### src/rtl/ex_muldiv.sv
// rtl/ex_muldiv.sv - HI/LO owner with 32-step iterative MULTU/DIVU and MTHI/MTLO writes
module ex_muldiv (
    input  logic        clk,
    input  logic        rst,
    input  logic        ex_valid,
    input  logic [31:0] ex_rdata1,
    input  logic [31:0] ex_rdata2,
    input  logic [1:0]  ex_md_op,
    input  logic        ex_to_hi,
    input  logic        ex_to_lo,
    output logic        md_stall,
    output logic        md_done,
    output logic [31:0] hi_out,
    output logic [31:0] lo_out
);

    typedef enum logic [1:0] {S_IDLE, S_MUL, S_DIV, S_DONE} state_t;

    state_t      state, state_nxt;
    logic        start_mul, start_div, start, move, last_step;
    logic [5:0]  cnt;
    logic [31:0] op_a, op_b;
    // MUL: {partial product, remaining multiplier}; DIV: {remainder, quotient}
    logic [63:0] acc;
    logic [32:0] mul_sum;
    logic [64:0] div_shl;
    logic [32:0] div_diff;
    logic [63:0] mul_acc, div_acc, step_acc;

    always_comb begin
        start_mul = (state == S_IDLE) && ex_valid && (ex_md_op == 2'b01);
        start_div = (state == S_IDLE) && ex_valid && (ex_md_op == 2'b10);
        start     = start_mul || start_div;
        move      = (state == S_IDLE) && ex_valid && !start && (ex_to_hi || ex_to_lo);
        last_step = (cnt == 6'd31);

        mul_sum   = {1'b0, acc[63:32]} + (acc[0] ? {1'b0, op_a} : 33'd0);
        mul_acc   = {mul_sum, acc[31:1]};

        // A zero divisor never fails the trial subtract, yielding quotient all-ones and remainder A
        div_shl   = {acc, 1'b0};
        div_diff  = div_shl[64:32] - {1'b0, op_b};
        div_acc   = div_diff[32] ? div_shl[63:0] : {div_diff[31:0], div_shl[31:1], 1'b1};

        step_acc  = (state == S_MUL) ? mul_acc : div_acc;
    end

    always_ff @(posedge clk) begin
        if (rst) begin
            state <= S_IDLE;
        end else begin
            state <= state_nxt;
        end
    end

    always_comb begin
        state_nxt = state;
        case (state)
            S_IDLE: begin
                if (start_mul) begin
                    state_nxt = S_MUL;
                end else if (start_div) begin
                    state_nxt = S_DIV;
                end
            end
            S_MUL, S_DIV: begin
                if (last_step) begin
                    state_nxt = S_DONE;
                end
            end
            // The finished instruction is still in EX here; never restart from DONE
            S_DONE:  state_nxt = S_IDLE;
            default: state_nxt = S_IDLE;
        endcase
    end

    always_comb begin
        md_stall = ((state == S_IDLE) && start) || (state == S_MUL) || (state == S_DIV);
        md_done  = (state == S_DONE);
    end

    always_ff @(posedge clk) begin
        if (rst) begin
            cnt    <= 6'd0;
            op_a   <= 32'd0;
            op_b   <= 32'd0;
            acc    <= 64'd0;
            hi_out <= 32'd0;
            lo_out <= 32'd0;
        end else begin
            case (state)
                S_IDLE: begin
                    if (start) begin
                        op_a <= ex_rdata1;
                        op_b <= ex_rdata2;
                        cnt  <= 6'd0;
                        acc  <= start_mul ? {32'd0, ex_rdata2} : {32'd0, ex_rdata1};
                    end else if (move) begin
                        if (ex_to_hi) begin
                            hi_out <= ex_rdata1;
                        end
                        if (ex_to_lo) begin
                            lo_out <= ex_rdata1;
                        end
                    end
                end
                S_MUL, S_DIV: begin
                    acc <= step_acc;
                    cnt <= cnt + 6'd1;
                    if (last_step) begin
                        hi_out <= step_acc[63:32];
                        lo_out <= step_acc[31:0];
                    end
                end
                default: ;
            endcase
        end
    end

endmodule

### config.mk
export PLATFORM = sky130hd
export DESIGN_NAME = ex_muldiv
export DESIGN_NICKNAME = d
export VERILOG_FILES = /design/src/rtl/ex_muldiv.sv
export SDC_FILE = /design/constraint.sdc
export NUM_CORES = 1
export LEC_CHECK = 0
export CORE_AREA = 3 3 160 162
export DETAILED_ROUTE_END_ITERATION = 10
export DIE_AREA = 0 0 163 165
export DONT_BUFFER_PORTS = 1
export PLACE_DENSITY = 0.75
export SLEW_MARGIN = 15
export SYNTH_ARGS = -nofsm -noshare
export SYNTH_HDL_FRONTEND = slang
export SYNTH_SLANG_ARGS = --single-unit
### constraint.sdc
create_clock -name clk -period 3.62 [get_ports clk]
set_input_delay 0.724 -clock clk [delete_from_list [all_inputs] [get_ports clk]]
set_output_delay 0.724 -clock clk [all_outputs]
set_load 0.01 [all_outputs]
==> summary.txt <==
Run status
  • Outcome: finished, final reports clean

Yosys
  • Distinct cells, synth: 66
  • FFs w/ async S/R, synth: 0
  • FF+latch count, synth: 200
  • Syn_nets: 1830
  • Post-synth EDFFs: 0
  • Main flop type after synthesis: dfxtp_1
  • Yosys Warn Count: 0
  • Mapped Area: 12600 sq um
  • Mapped Cells: 1687
  • Syn avg cell area: 7.46 sq um
  • Sequential share of the synthesized area: 0.318

Clock network
  • Root buffer cell: clkbuf_16
  • Clk pin slew, worst setup/hold paths: 0.08 ns
  • Clock Path Buffers: 2
  • Clock sink count: 200
  • CTS tree: yes
  • Clock latency on the worst-skew pair: 0.45 ns
  • CTS Buf Count: 17
  • H-Tree Depth: 4
  • Postcts setup bufs: 0

STA
  • Worst slew margin: 0.539
  • Max-slew violations: 0
  • Crit share post-route: 0.957
  • Final Skew: 0.0103 ns
  • Hold_ws: 0.350 ns
  • Max Fclk: 289 MHz
  • Least-Margin Pin Slew: 0.691 ns
  • Hold violation count in the final report: 0
  • Setup violators final: 0
  • Min Tclk post-route: 3.46 ns
  • Post-Route Setup TNS: 0 ns
  • RSZ-0062 raised after global routing: no

Final layout
  • Commonest non-fill, non-tap cell in the layout: nand2_1
  • Commonest non-fill, non-tap cells in the layout: nand2_1 (367), a21oi_1 (238), dfxtp_1 (200)
  • Diode count: 0
  • Final nets: 1782
  • Layout cell share with drive strength beyond 1: 0.0587
  • Area grow syn2layout: 7.92%
  • Finished Cell Area: 13600 sq um

Routing
  • Drt drc: 0
  • Via count: 12400
  • Drt wl/cell: 21.2 um
  • Total iterations of the first detailed-routing run: 5
  • Vias per inst: 6.29
  • Iter 0 DRT Violations: 1494
  • DRT Wirelength: 42000 um
  • Antenna Nets Post-Route: 0

Setup path
  • Crit path max-delay family: compound AO/OA/AOI/OAI gates
  • Crit path max fanout: 26
  • Reg2reg setup slack: 0.16 ns
  • Critical-path top delay cell: a2111oi_0
  • Worst path most repeated cell: inv_1
  • Arrival time of the worst setup path: 3.79 ns
  • Buf/Inv on CP: 4
  • Setup Crit Path Kind: flop to flop
  • Cell Chain, Critical Path: inv_1, ha_1, inv_1, fa_1, a211oi_1, buf_4, o211ai_1, nand3_1, o22ai_1, o31a_1, and3_1, buf_12, o2111ai_1, a21oi_1, a2111oi_0, nor4_1
  • CP startpoint kind: flop
  • R2R depth: 16
  • Reg-to-Reg Start: acc[31]
  • Critical Path Max Stage Delay: 0.48 ns
  • Critical path required time: 3.94 ns
  • Setup crit end kind: flop
  • R2R Path End: hi_out[28]

Min path
  • WHS Path Cells: 1
  • Hold EP: op_b[29]
  • Hold_sp: rst
  • Min-delay worst type: input port to flop

Floorplanning
  • I/O pin cnt: 137
  • Die Span X: 163 um
  • Die area: 26900 sq um
  • Row count: 57
  • Die height: 165 um
  • Initial Util: 0.519
  • Core outline area: 24200 sq um

Global route
  • Gr usage total: 0.303
  • Grt ovf: 0
  • Vias in the first global route: 11500
  • First-pass GRT wire length: 64300 um
  • Initial antenna violation count: 0
  • Largest net degree at the start of global routing: 143

Place
  • Final GP Congestion: 0.984
  • Final HPWL DP: 31000 um
  • # port buffers: 0
  • Dpl cell area: 12900 sq um

Power
  • Maximum vdd ir drop: 0.000382 V
  • P per Cell Area: 642 nW/um^2
  • Leakage: 5.45 nW
  • Power, Total: 8.72 mW

Job
  • Max cap viols: 0
-- what timing repair did --
item,CTS,global route
hold buffers,0,0
hold endpoints to repair,0,0
resized for setup,0,8
setup endpoints to repair,0,11
-- cell families after synthesis --
group,share of synthesized area
xor gates and xnor gates,0.0362
adders and majority gates,0.0727
AOI/OAI and AO/OA,0.246
muxes,0.0702
buffers and inverters,0.0502
and+or+nand+nor,0.207
DFF,0.318
-- worst max-delay path by stage --
| stage | from | to | slack, ns | cells past startpoint |
|---|---|---|---|---|
| final | acc[31] | hi_out[28] | 0.16 | 16 |
| after detailed placement | acc[0] | hi_out[28] | 0.08 | 12 |
| after global routing | acc[31] | hi_out[26] | 0.003 | 15 |
| after floorplan | acc[0] | acc[55] | 0.51 | 13 |
| after global placement | acc[0] | hi_out[28] | 0.16 | 12 |
| after CTS | acc[0] | hi_out[28] | 0.06 | 12 |
-- cell usage after synthesis, types with 42 or more instances --
cell type,instances,area share
a21oi_1,241,0.096
and2_1,42,0.021
clkbuf_1,95,0.028
dfxtp_1,200,0.32
ha_1,70,0.070
inv_1,46,0.014
mux2i_1,86,0.068
nand2_1,367,0.11
nand3_1,56,0.022
nor2_1,56,0.017
o211ai_1,42,0.025
o21ai_0,99,0.039
-- sequential cells by signal, summed over array words and instances (netlist names) --
signal  flops
cnt         6
hi_out     32
acc        64
op_b       32
op_a       32
state       2
lo_out     32
-- final cells by class --
class | instances | area (sq um)
Inverter | 47 | 176
Clock buffer | 17 | 425
Clock inverter | 15 | 210
Fill cell | 2324 | 10700
Timing Repair Buffer | 43 | 335
Sequential cell | 200 | 4000
Multi-Input combinational cell | 1330 | 8030
Tap cell | 324 | 405
-- worst reg2reg max path, stage by stage, from the launching register on --
cell and delay, ns:
dfxtp_1 0.32, inv_1 0.05, ha_1 0.15, inv_1 0.06
fa_1 0.42, a211oi_1 0.24, buf_4 0.17, o211ai_1 0.10
nand3_1 0.16, o22ai_1 0.17, o31a_1 0.32, and3_1 0.17
buf_12 0.18, o2111ai_1 0.12, a21oi_1 0.13, a2111oi_0 0.48
nor4_1 0.10
-- routing by layer --
metal / track usage / share of wire / up-vias
met1: 0.424 / 0.44 / 5853
met4: 0.102 / 0.027 / 0
li1: - / - / 5856
met2: 0.463 / 0.43 / 644
met5: 0 / 0 / -
met3: 0.0655 / 0.10 / 74
-- metrics by stage --
stage	setup slack, ns	utilization	instances
final	0.156	0.560	1976
after floorplan	0.510	-	1687
after CTS	0.0555	0.559	1976
after global placement	0.159	0.533	1944
after detailed placement	0.0775	0.533	1944
after global routing	0.00339	0.560	1976
-- report_power, final --
group	total [mW]	internal, mW	switching [mW]	leakage [nW]
Clock	2.09	1.12	0.972	0.307
Sequential	2.95	2.56	0.383	1.63
Combinational	3.68	1.28	2.40	3.52
Total	8.72	4.96	3.75	5.45
No activity file was read; power rests on OpenSTA's default activity.
